==> src/rtl/pipeline_ctrl_pkg.sv <==
// Shared types for the pipeline stall/flush sequencer.
package pipeline_ctrl_pkg;

    localparam int unsigned RegW = 5;

    typedef logic [RegW-1:0] regbits_t;

    typedef enum logic [1:0] {
        RUN    = 2'd0,
        WAIT_D = 2'd1,
        HALTED = 2'd2
    } pipe_state_t;

    // One bundle of per-latch enable/flush controls.
    typedef struct packed {
        logic pc_en;
        logic ifid_en;
        logic ifid_flush;
        logic idex_en;
        logic idex_flush;
        logic exmem_en;
        logic exmem_flush;
        logic memwb_en;
    } ctl_t;

    localparam ctl_t CtlHold = '0;

    localparam ctl_t CtlRun = '{
        pc_en: 1'b1, ifid_en: 1'b1, idex_en: 1'b1, exmem_en: 1'b1, memwb_en: 1'b1,
        default: 1'b0
    };

    // Every latch cleared, nothing advances.
    localparam ctl_t CtlReset = '{
        ifid_flush: 1'b1, idex_flush: 1'b1, exmem_flush: 1'b1,
        default: 1'b0
    };

endpackage

==> src/rtl/pipeline_ctrl_if.sv <==
// Handshake bundle between the sequencer (master) and the datapath (slave).
interface pipeline_ctrl_if #(
    parameter int unsigned REG_W = 5,
    parameter int unsigned CNT_W = 32
);
    logic             ihit;
    logic             dhit;
    logic             exmem_dREN;
    logic             exmem_dWEN;
    logic             idex_dREN;
    logic [REG_W-1:0] idex_regDst;
    logic [REG_W-1:0] ifid_rs;
    logic [REG_W-1:0] ifid_rt;
    logic             branch_taken;
    logic             jump;
    logic             halt_mem;

    logic             pc_en;
    logic             ifid_en;
    logic             ifid_flush;
    logic             idex_en;
    logic             idex_flush;
    logic             exmem_en;
    logic             exmem_flush;
    logic             memwb_en;
    logic             halt;
    logic [CNT_W-1:0] cyc_cnt;
    logic [CNT_W-1:0] stall_cnt;
    logic [CNT_W-1:0] squash_cnt;

    modport master (
        input  ihit, dhit, exmem_dREN, exmem_dWEN, idex_dREN, idex_regDst, ifid_rs, ifid_rt,
               branch_taken, jump, halt_mem,
        output pc_en, ifid_en, ifid_flush, idex_en, idex_flush, exmem_en, exmem_flush,
               memwb_en, halt, cyc_cnt, stall_cnt, squash_cnt
    );

    modport slave (
        output ihit, dhit, exmem_dREN, exmem_dWEN, idex_dREN, idex_regDst, ifid_rs, ifid_rt,
               branch_taken, jump, halt_mem,
        input  pc_en, ifid_en, ifid_flush, idex_en, idex_flush, exmem_en, exmem_flush,
               memwb_en, halt, cyc_cnt, stall_cnt, squash_cnt
    );

endinterface

==> src/rtl/pipeline_ctrl_hazard_detect.sv <==
// Load-use hazard compare: load in EX whose destination feeds an ID source.
module hazard_detect #(
    parameter int unsigned REG_W = 5
) (
    input  logic             idex_dren_i,
    input  logic [REG_W-1:0] idex_regdst_i,
    input  logic [REG_W-1:0] ifid_rs_i,
    input  logic [REG_W-1:0] ifid_rt_i,
    output logic             lu_o
);

    // r0 is hardwired zero, so a load targeting it never creates a dependency.
    always_comb begin
        lu_o = idex_dren_i && (idex_regdst_i != '0) &&
               ((idex_regdst_i == ifid_rs_i) || (idex_regdst_i == ifid_rt_i));
    end

endmodule

==> src/rtl/pipeline_ctrl.sv <==
// Central stall/flush sequencer for the 5-stage pipeline.
// Optional perf counters enabled by defining PIPE_PERF_EN.
module pipeline_ctrl
    import pipeline_ctrl_pkg::*;
#(
    parameter int unsigned REG_W = 5,
    parameter int unsigned CNT_W = 32
) (
    input  logic               CLK,
    input  logic               nRST,
    pipeline_ctrl_if.master    bus
);

    pipe_state_t state_q, state_d;
    logic        halt_q, halt_d;
    logic        lu;
    logic        mem_op;
    ctl_t        ctl;
    ctl_t        ctl_out;

    hazard_detect #(.REG_W(REG_W)) u_hazard (
        .idex_dren_i   (bus.idex_dREN),
        .idex_regdst_i (bus.idex_regDst),
        .ifid_rs_i     (bus.ifid_rs),
        .ifid_rt_i     (bus.ifid_rt),
        .lu_o          (lu)
    );

    assign mem_op = bus.exmem_dREN | bus.exmem_dWEN;

    // Priority resolution of stall/squash events and next-state selection.
    always_comb begin
        ctl     = CtlHold;
        state_d = state_q;
        halt_d  = halt_q;
        case (state_q)
            RUN, WAIT_D: begin
                if (state_q == WAIT_D && !bus.dhit) begin
                    ctl = CtlHold;
                end else if (mem_op && !bus.dhit) begin
                    ctl     = CtlHold;
                    state_d = WAIT_D;
                end else begin
                    // Reaching here with mem_op set implies dhit, in either state.
                    state_d = RUN;
                    if (mem_op && !bus.ihit) begin
                        ctl.memwb_en    = 1'b1;
                        ctl.exmem_flush = 1'b1;
                    end else if (!bus.ihit) begin
                        ctl = CtlHold;
                    end else if (bus.halt_mem) begin
                        ctl.memwb_en = 1'b1;
                        state_d      = HALTED;
                        halt_d       = 1'b1;
                    end else if (bus.branch_taken) begin
                        ctl            = CtlRun;
                        ctl.ifid_flush = 1'b1;
                        ctl.idex_flush = 1'b1;
                    end else if (lu) begin
                        ctl.idex_flush = 1'b1;
                        ctl.exmem_en   = 1'b1;
                        ctl.memwb_en   = 1'b1;
                    end else if (bus.jump) begin
                        ctl            = CtlRun;
                        ctl.ifid_flush = 1'b1;
                    end else begin
                        ctl = CtlRun;
                    end
                end
            end
            HALTED: ctl = CtlHold;
            default: state_d = RUN;
        endcase
    end

    // State and sticky halt flop.
    always_ff @(posedge CLK or negedge nRST) begin
        if (!nRST) begin
            state_q <= RUN;
            halt_q  <= 1'b0;
        end else begin
            state_q <= state_d;
            halt_q  <= halt_d;
        end
    end

    // Reset forces every latch clear regardless of state.
    always_comb begin
        ctl_out = ctl;
        if (!nRST) begin
            ctl_out = CtlReset;
        end
    end

    assign bus.pc_en       = ctl_out.pc_en;
    assign bus.ifid_en     = ctl_out.ifid_en;
    assign bus.ifid_flush  = ctl_out.ifid_flush;
    assign bus.idex_en     = ctl_out.idex_en;
    assign bus.idex_flush  = ctl_out.idex_flush;
    assign bus.exmem_en    = ctl_out.exmem_en;
    assign bus.exmem_flush = ctl_out.exmem_flush;
    assign bus.memwb_en    = ctl_out.memwb_en;
    assign bus.halt        = halt_q;

`ifdef PIPE_PERF_EN
    logic [CNT_W-1:0] cyc_q, cyc_d;
    logic [CNT_W-1:0] stall_q, stall_d;
    logic [CNT_W-1:0] squash_q, squash_d;

    // Counters freeze once halted; they wrap naturally.
    always_comb begin
        cyc_d    = cyc_q;
        stall_d  = stall_q;
        squash_d = squash_q;
        if (state_q != HALTED) begin
            cyc_d = cyc_q + CNT_W'(1);
            if (!ctl.pc_en) begin
                stall_d = stall_q + CNT_W'(1);
            end
            if (ctl.ifid_flush) begin
                squash_d = squash_q + CNT_W'(1);
            end
        end
    end

    // Perf counter flops.
    always_ff @(posedge CLK or negedge nRST) begin
        if (!nRST) begin
            cyc_q    <= '0;
            stall_q  <= '0;
            squash_q <= '0;
        end else begin
            cyc_q    <= cyc_d;
            stall_q  <= stall_d;
            squash_q <= squash_d;
        end
    end

    assign bus.cyc_cnt    = cyc_q;
    assign bus.stall_cnt  = stall_q;
    assign bus.squash_cnt = squash_q;
`else
    assign bus.cyc_cnt    = {CNT_W{1'b0}};
    assign bus.stall_cnt  = {CNT_W{1'b0}};
    assign bus.squash_cnt = {CNT_W{1'b0}};
`endif

endmodule

==> src/flat_wrapper.sv <==
// flat-port wrapper written by rule: the top's interface ports become plain ports
module pipeline_ctrl_flat import pipeline_ctrl_pkg::*;
#(
    parameter int unsigned REG_W = 5,
    parameter int unsigned CNT_W = 32
)
  (CLK, nRST, bus_ihit, bus_dhit, bus_exmem_dREN, bus_exmem_dWEN, bus_idex_dREN, bus_idex_regDst, bus_ifid_rs, bus_ifid_rt, bus_branch_taken, bus_jump, bus_halt_mem, bus_pc_en, bus_ifid_en, bus_ifid_flush, bus_idex_en, bus_idex_flush, bus_exmem_en, bus_exmem_flush, bus_memwb_en, bus_halt, bus_cyc_cnt, bus_stall_cnt, bus_squash_cnt);
  pipeline_ctrl_if #(.REG_W(REG_W), .CNT_W(CNT_W)) bus_i ();
  input  logic CLK;
  input  logic nRST;
  input wire logic [$bits(bus_i.ihit)-1:0] bus_ihit;
  input wire logic [$bits(bus_i.dhit)-1:0] bus_dhit;
  input wire logic [$bits(bus_i.exmem_dREN)-1:0] bus_exmem_dREN;
  input wire logic [$bits(bus_i.exmem_dWEN)-1:0] bus_exmem_dWEN;
  input wire logic [$bits(bus_i.idex_dREN)-1:0] bus_idex_dREN;
  input wire logic [$bits(bus_i.idex_regDst)-1:0] bus_idex_regDst;
  input wire logic [$bits(bus_i.ifid_rs)-1:0] bus_ifid_rs;
  input wire logic [$bits(bus_i.ifid_rt)-1:0] bus_ifid_rt;
  input wire logic [$bits(bus_i.branch_taken)-1:0] bus_branch_taken;
  input wire logic [$bits(bus_i.jump)-1:0] bus_jump;
  input wire logic [$bits(bus_i.halt_mem)-1:0] bus_halt_mem;
  output wire logic [$bits(bus_i.pc_en)-1:0] bus_pc_en;
  output wire logic [$bits(bus_i.ifid_en)-1:0] bus_ifid_en;
  output wire logic [$bits(bus_i.ifid_flush)-1:0] bus_ifid_flush;
  output wire logic [$bits(bus_i.idex_en)-1:0] bus_idex_en;
  output wire logic [$bits(bus_i.idex_flush)-1:0] bus_idex_flush;
  output wire logic [$bits(bus_i.exmem_en)-1:0] bus_exmem_en;
  output wire logic [$bits(bus_i.exmem_flush)-1:0] bus_exmem_flush;
  output wire logic [$bits(bus_i.memwb_en)-1:0] bus_memwb_en;
  output wire logic [$bits(bus_i.halt)-1:0] bus_halt;
  output wire logic [$bits(bus_i.cyc_cnt)-1:0] bus_cyc_cnt;
  output wire logic [$bits(bus_i.stall_cnt)-1:0] bus_stall_cnt;
  output wire logic [$bits(bus_i.squash_cnt)-1:0] bus_squash_cnt;
  assign bus_i.ihit = bus_ihit;
  assign bus_i.dhit = bus_dhit;
  assign bus_i.exmem_dREN = bus_exmem_dREN;
  assign bus_i.exmem_dWEN = bus_exmem_dWEN;
  assign bus_i.idex_dREN = bus_idex_dREN;
  assign bus_i.idex_regDst = bus_idex_regDst;
  assign bus_i.ifid_rs = bus_ifid_rs;
  assign bus_i.ifid_rt = bus_ifid_rt;
  assign bus_i.branch_taken = bus_branch_taken;
  assign bus_i.jump = bus_jump;
  assign bus_i.halt_mem = bus_halt_mem;
  assign bus_pc_en = bus_i.pc_en;
  assign bus_ifid_en = bus_i.ifid_en;
  assign bus_ifid_flush = bus_i.ifid_flush;
  assign bus_idex_en = bus_i.idex_en;
  assign bus_idex_flush = bus_i.idex_flush;
  assign bus_exmem_en = bus_i.exmem_en;
  assign bus_exmem_flush = bus_i.exmem_flush;
  assign bus_memwb_en = bus_i.memwb_en;
  assign bus_halt = bus_i.halt;
  assign bus_cyc_cnt = bus_i.cyc_cnt;
  assign bus_stall_cnt = bus_i.stall_cnt;
  assign bus_squash_cnt = bus_i.squash_cnt;
  pipeline_ctrl #(.REG_W(REG_W), .CNT_W(CNT_W)) u_core (.CLK(CLK), .nRST(nRST), .bus(bus_i));
endmodule
==> config.mk <==
export PLATFORM = sky130hd
export DESIGN_NAME = pipeline_ctrl_flat
export DESIGN_NICKNAME = d
export VERILOG_FILES = /design/src/rtl/pipeline_ctrl_pkg.sv /design/src/rtl/pipeline_ctrl_if.sv /design/src/rtl/pipeline_ctrl_hazard_detect.sv /design/src/rtl/pipeline_ctrl.sv /design/src/flat_wrapper.sv
export SDC_FILE = /design/constraint.sdc
export NUM_CORES = 1
export LEC_CHECK = 0
export ABC_AREA = 1
export BUFFER_PORTS_ARGS = -buffer_cell sky130_fd_sc_hd__buf_2
export CAP_MARGIN = 10
export CELL_PAD_IN_SITES_DETAIL_PLACEMENT = 0
export CELL_PAD_IN_SITES_GLOBAL_PLACEMENT = 1
export CORE_UTILIZATION = 21
export CTS_CLUSTER_SIZE = 25
export DETAILED_ROUTE_END_ITERATION = 10
export PLACE_DENSITY_LB_ADDON = 0.1
export SYNTH_ARGS = -nofsm -noshare
export SYNTH_HDL_FRONTEND = slang
export SYNTH_SLANG_ARGS = --single-unit
==> constraint.sdc <==
create_clock -name CLK -period 1.7 [get_ports CLK]
set_clock_uncertainty 0.05 [all_clocks]
set_input_delay 0.17 -clock CLK [delete_from_list [all_inputs] [get_ports CLK]]
set_output_delay 0.17 -clock CLK [all_outputs]
set_load 0.05 [all_outputs]
==> summary.md <==
| Metric | Value |
|---|---|
| Outcome | `complete, no violations` |
| Drt wl/cell | `around 6.4 µm` |
| Clk buf depth | `2` |
| Min-Delay Endpoint | `u_core.bus.halt$_DFFE_PN0P_` |
| Via Count | `854` |
| CP arrival | `1.45 ns` |
| Drt total wl | `1860 µm` |
| Post-synth top area share | `between 60% and 70%` |
| Tot Pwr | `approximately 1000 µW` |
| Initial antenna violation count | `0` |
| Starting Density | `22.4%` |
| Core box area | `0.00524 mm²` |
| Crit end category | `primary output` |
| Share of cells above drive strength 1 | `25.1%` |
| Syn-to-layout area delta | `0.426%` |
| Period utilization | `a little over nine tenths` |
| ANT cells | `0` |
| All-Layer GR Usage | `roughly 5.7%` |
| Tmin final | `between 1.5 and 2 ns` |
| Rows | `26` |
| Min-delay worst type | `in -> reg` |
| Die footprint | `a little under 0.006 mm²` |
| Power per cell area | `between 800 and 900 mW/mm²` |
| RR Endpoint | `u_core.state_q[1]$_DFFE_PN0P_` |
| Post-Syn Area | `around 0.0012 mm²` |
| Clock transition at path regs | `approximately 0.030 ns` |
| RSZ-0062 raised after global routing | `true` |
| Final WS setup | `between 0.03 and 0.04 ns` |
| Synth unique cells | `20` |
| Crit path launch type | `flip-flop` |
| Critical hold path startpoint | `bus_halt_mem` |
| DRC Markers | `0` |
| Die height | `~77 µm` |
| RR Startpoint | `u_core.state_q[0]$_DFFE_PN0P_` |
| Clock latency on the worst-skew pair | `around 0.21 ns` |
| Cells after DPL | `between 200 and 300` |
| Iter 0 DRT Violations | `21` |
| CTS Sinks | `3` |
| Hold path depth | `3` |
| IO Pins | `between 100 and 150` |
| First-pass GRT wire length | `between 2000 and 3000 µm` |
| FFs w/ async S/R, synth | `100%` |
| Number of synthesized register bits | `3` |
| Half-perimeter wire length after detailed placement | `approximately 1700 µm` |
| H-tree depth | `1` |
| Max-Cap Viols | `0` |
| Synth warn | `0` |
| Synth area leader | `buf_4` |
| Setup WS pre-CTS | `between 0.1 and 0.15 ns` |
| Most common cell in the netlist | `buf_4` |
| Remaining antenna violation count | `0` |
| Overflow after GRT | `0` |
| Die W | `approximately 77 µm` |
| Seq/Total Area, Yosys | `under 10%` |
| Synth Instances | `181` |
| TritonRoute pass-1 iters | `2` |
| Gpl congestion | `slightly below 0.7` |
| Avg Cell Area, Syn | `approximately 6.5 µm²` |
| Crit-path max FO | `3` |
| CP Class | `reg -> out` |
| CTS buffer count | `3` |
| Synth Flop Type | `dfrtp_1` |
| Top cells by area, synth | `buf_4, nand2_1, dfrtp_1` |
| IR Drop Worst-Case VDD | `a little under 0.2 mV` |
| R2r setup slk | `about 0.6 ns` |
| Reg2reg path depth | `3` |
| Number of flops mapped to enable cells by yosys | `0` |
| Max Fclk | `0.600 GHz` |
| Hold Fails Final Rpt | `0` |
| Critical Path RT | `around 1.5 ns` |
| Vias/cell | `slightly below 3` |
| Final design utilization | `22.5%` |
| Nets | `~250` |
| Port Buffers | `33` |
| Setup violations, final | `0` |
| Leak | `0.763 nW` |
| Max Transition Viols Final | `0` |
| Commonest cells post-synth | `buf_4, nand2_1, inv_1` |
| Worst Hold Slack | `about 0.22 ns` |
| CTS tree | `yes` |
| Largest net degree at the start of global routing | `6` |
| Non-filler instance count after layout | `roughly 290` |
| Vias in the first global route | `around 630` |
| CTS Root Cell | `clkbuf_8` |
| Fillers | `~650` |
-- area by class of cell --
class,count,area (µm²),share of cell area [%]
Tap cell,70,87.6,7.43
Inverter,20,78.8,6.69
Clock buffer,4,45.0,3.82
Sequential cell,3,75.1,6.37
Timing Repair Buffer,37,226,19.2
Multi-Input combinational cell,155,666,56.5
-- state kept, by name (all words and copies together), names as in the netlist --
register,flops
u_core.bus.halt,1
u_core.state_q,2
-- repair_timing --
| action | 4_1_cts | 5_1_grt |
|---|---|---|
| buffers inserted | 2 | 1 |
| gates resized for setup | 4 | 7 |
| pin swaps | 1 | 3 |
| endpoints found under the setup margin | 5 | 5 |
| hold buffers | 1 | 0 |
| endpoints found under the hold margin | 3 | 0 |
-- how the worst max path moves through the flow --
stage                        endpoint  cells past startpoint  slack (ns)                          start
after floorplan           bus_ifid_en                      9       -0.17  u_core.state_q[1]$_DFFE_PN0P_
after global placement      bus_pc_en                      9        0.17  u_core.state_q[1]$_DFFE_PN0P_
after detailed placement  bus_ifid_en                      9        0.14  u_core.state_q[1]$_DFFE_PN0P_
after CTS                 bus_ifid_en                      9      -0.005  u_core.state_q[1]$_DFFE_PN0P_
after global routing      bus_ifid_en                      9       -0.07  u_core.state_q[1]$_DFFE_PN0P_
final                     bus_ifid_en                      9        0.03  u_core.state_q[1]$_DFFE_PN0P_
-- cell families (layout without fill, tap and decap cells) --
kind of cell | after synthesis | after routing | synth area share (%)
DFF | 3 | 3 | 6.40
xor gates and xnor gates | 2 | 2 | 1.49
buffers and inverters | 118 | 61 | 69.1
and+or+nand+nor | 52 | 52 | 19.7
AOI/OAI and AO/OA | 5 | 5 | 2.99
other | 1 | 96 | 0.320
-- metal layers --
metal,routed length (µm),global-route usage [%],up-vias
li1,-,-,423
met1,639,6.16,365
met2,1030,10.4,66
met3,183,1.31,0
met4,0,2.88,0
met5,0,0,-
-- worst max-delay path, cell delays in order, from the launching register on --
cell	delay (ns)
dfrtp_1	0.38
inv_2	0.08
nand2_2	0.05
a21oi_2	0.16
nor2_2	0.05
nand3_2	0.10
nor2_4	0.04
nand2_2	0.08
clkinvlp_4	0.12
buf_6	0.17
-- layout by cell type, fill, tap and decap left out --
master         instances
conb_1                96
nand2_1               29
buf_2                 29
inv_1                 13
nor2_1                 9
inv_2                  5
nand3_1                3
nand2_2                3
clkbuf_8               3
buf_6                  3
buf_4                  3
dfrtp_1                3
xnor2_1                2
nand4_1                2
o21ai_0                2
nor2_4                 2
clkinv_1               1
a21oi_2                1
nor2_2                 1
nand3_2                1
clkinvlp_4             1
o41ai_2                1
nor3_1                 1
nor4_2                 1
o31ai_1                1
clkbuf_1               1
dlygate4sd3_1          1
buf_8                  1
-- power by group --
group          internal, mW  switching [mW]
Combinational        0.0948           0.604
Sequential           0.0833         0.00951
Clock                 0.160          0.0451
Total                 0.338           0.659
-- through the flow --
step / area, µm² / TNS, ns
final: 1180 / 0
after global routing: 1180 / -0.222
after CTS: 1150 / -0.0139
after detailed placement: 1070 / 0
after global placement: 1070 / 0
after floorplan: 1560 / -0.283
Power figures use the tool's default switching activity.
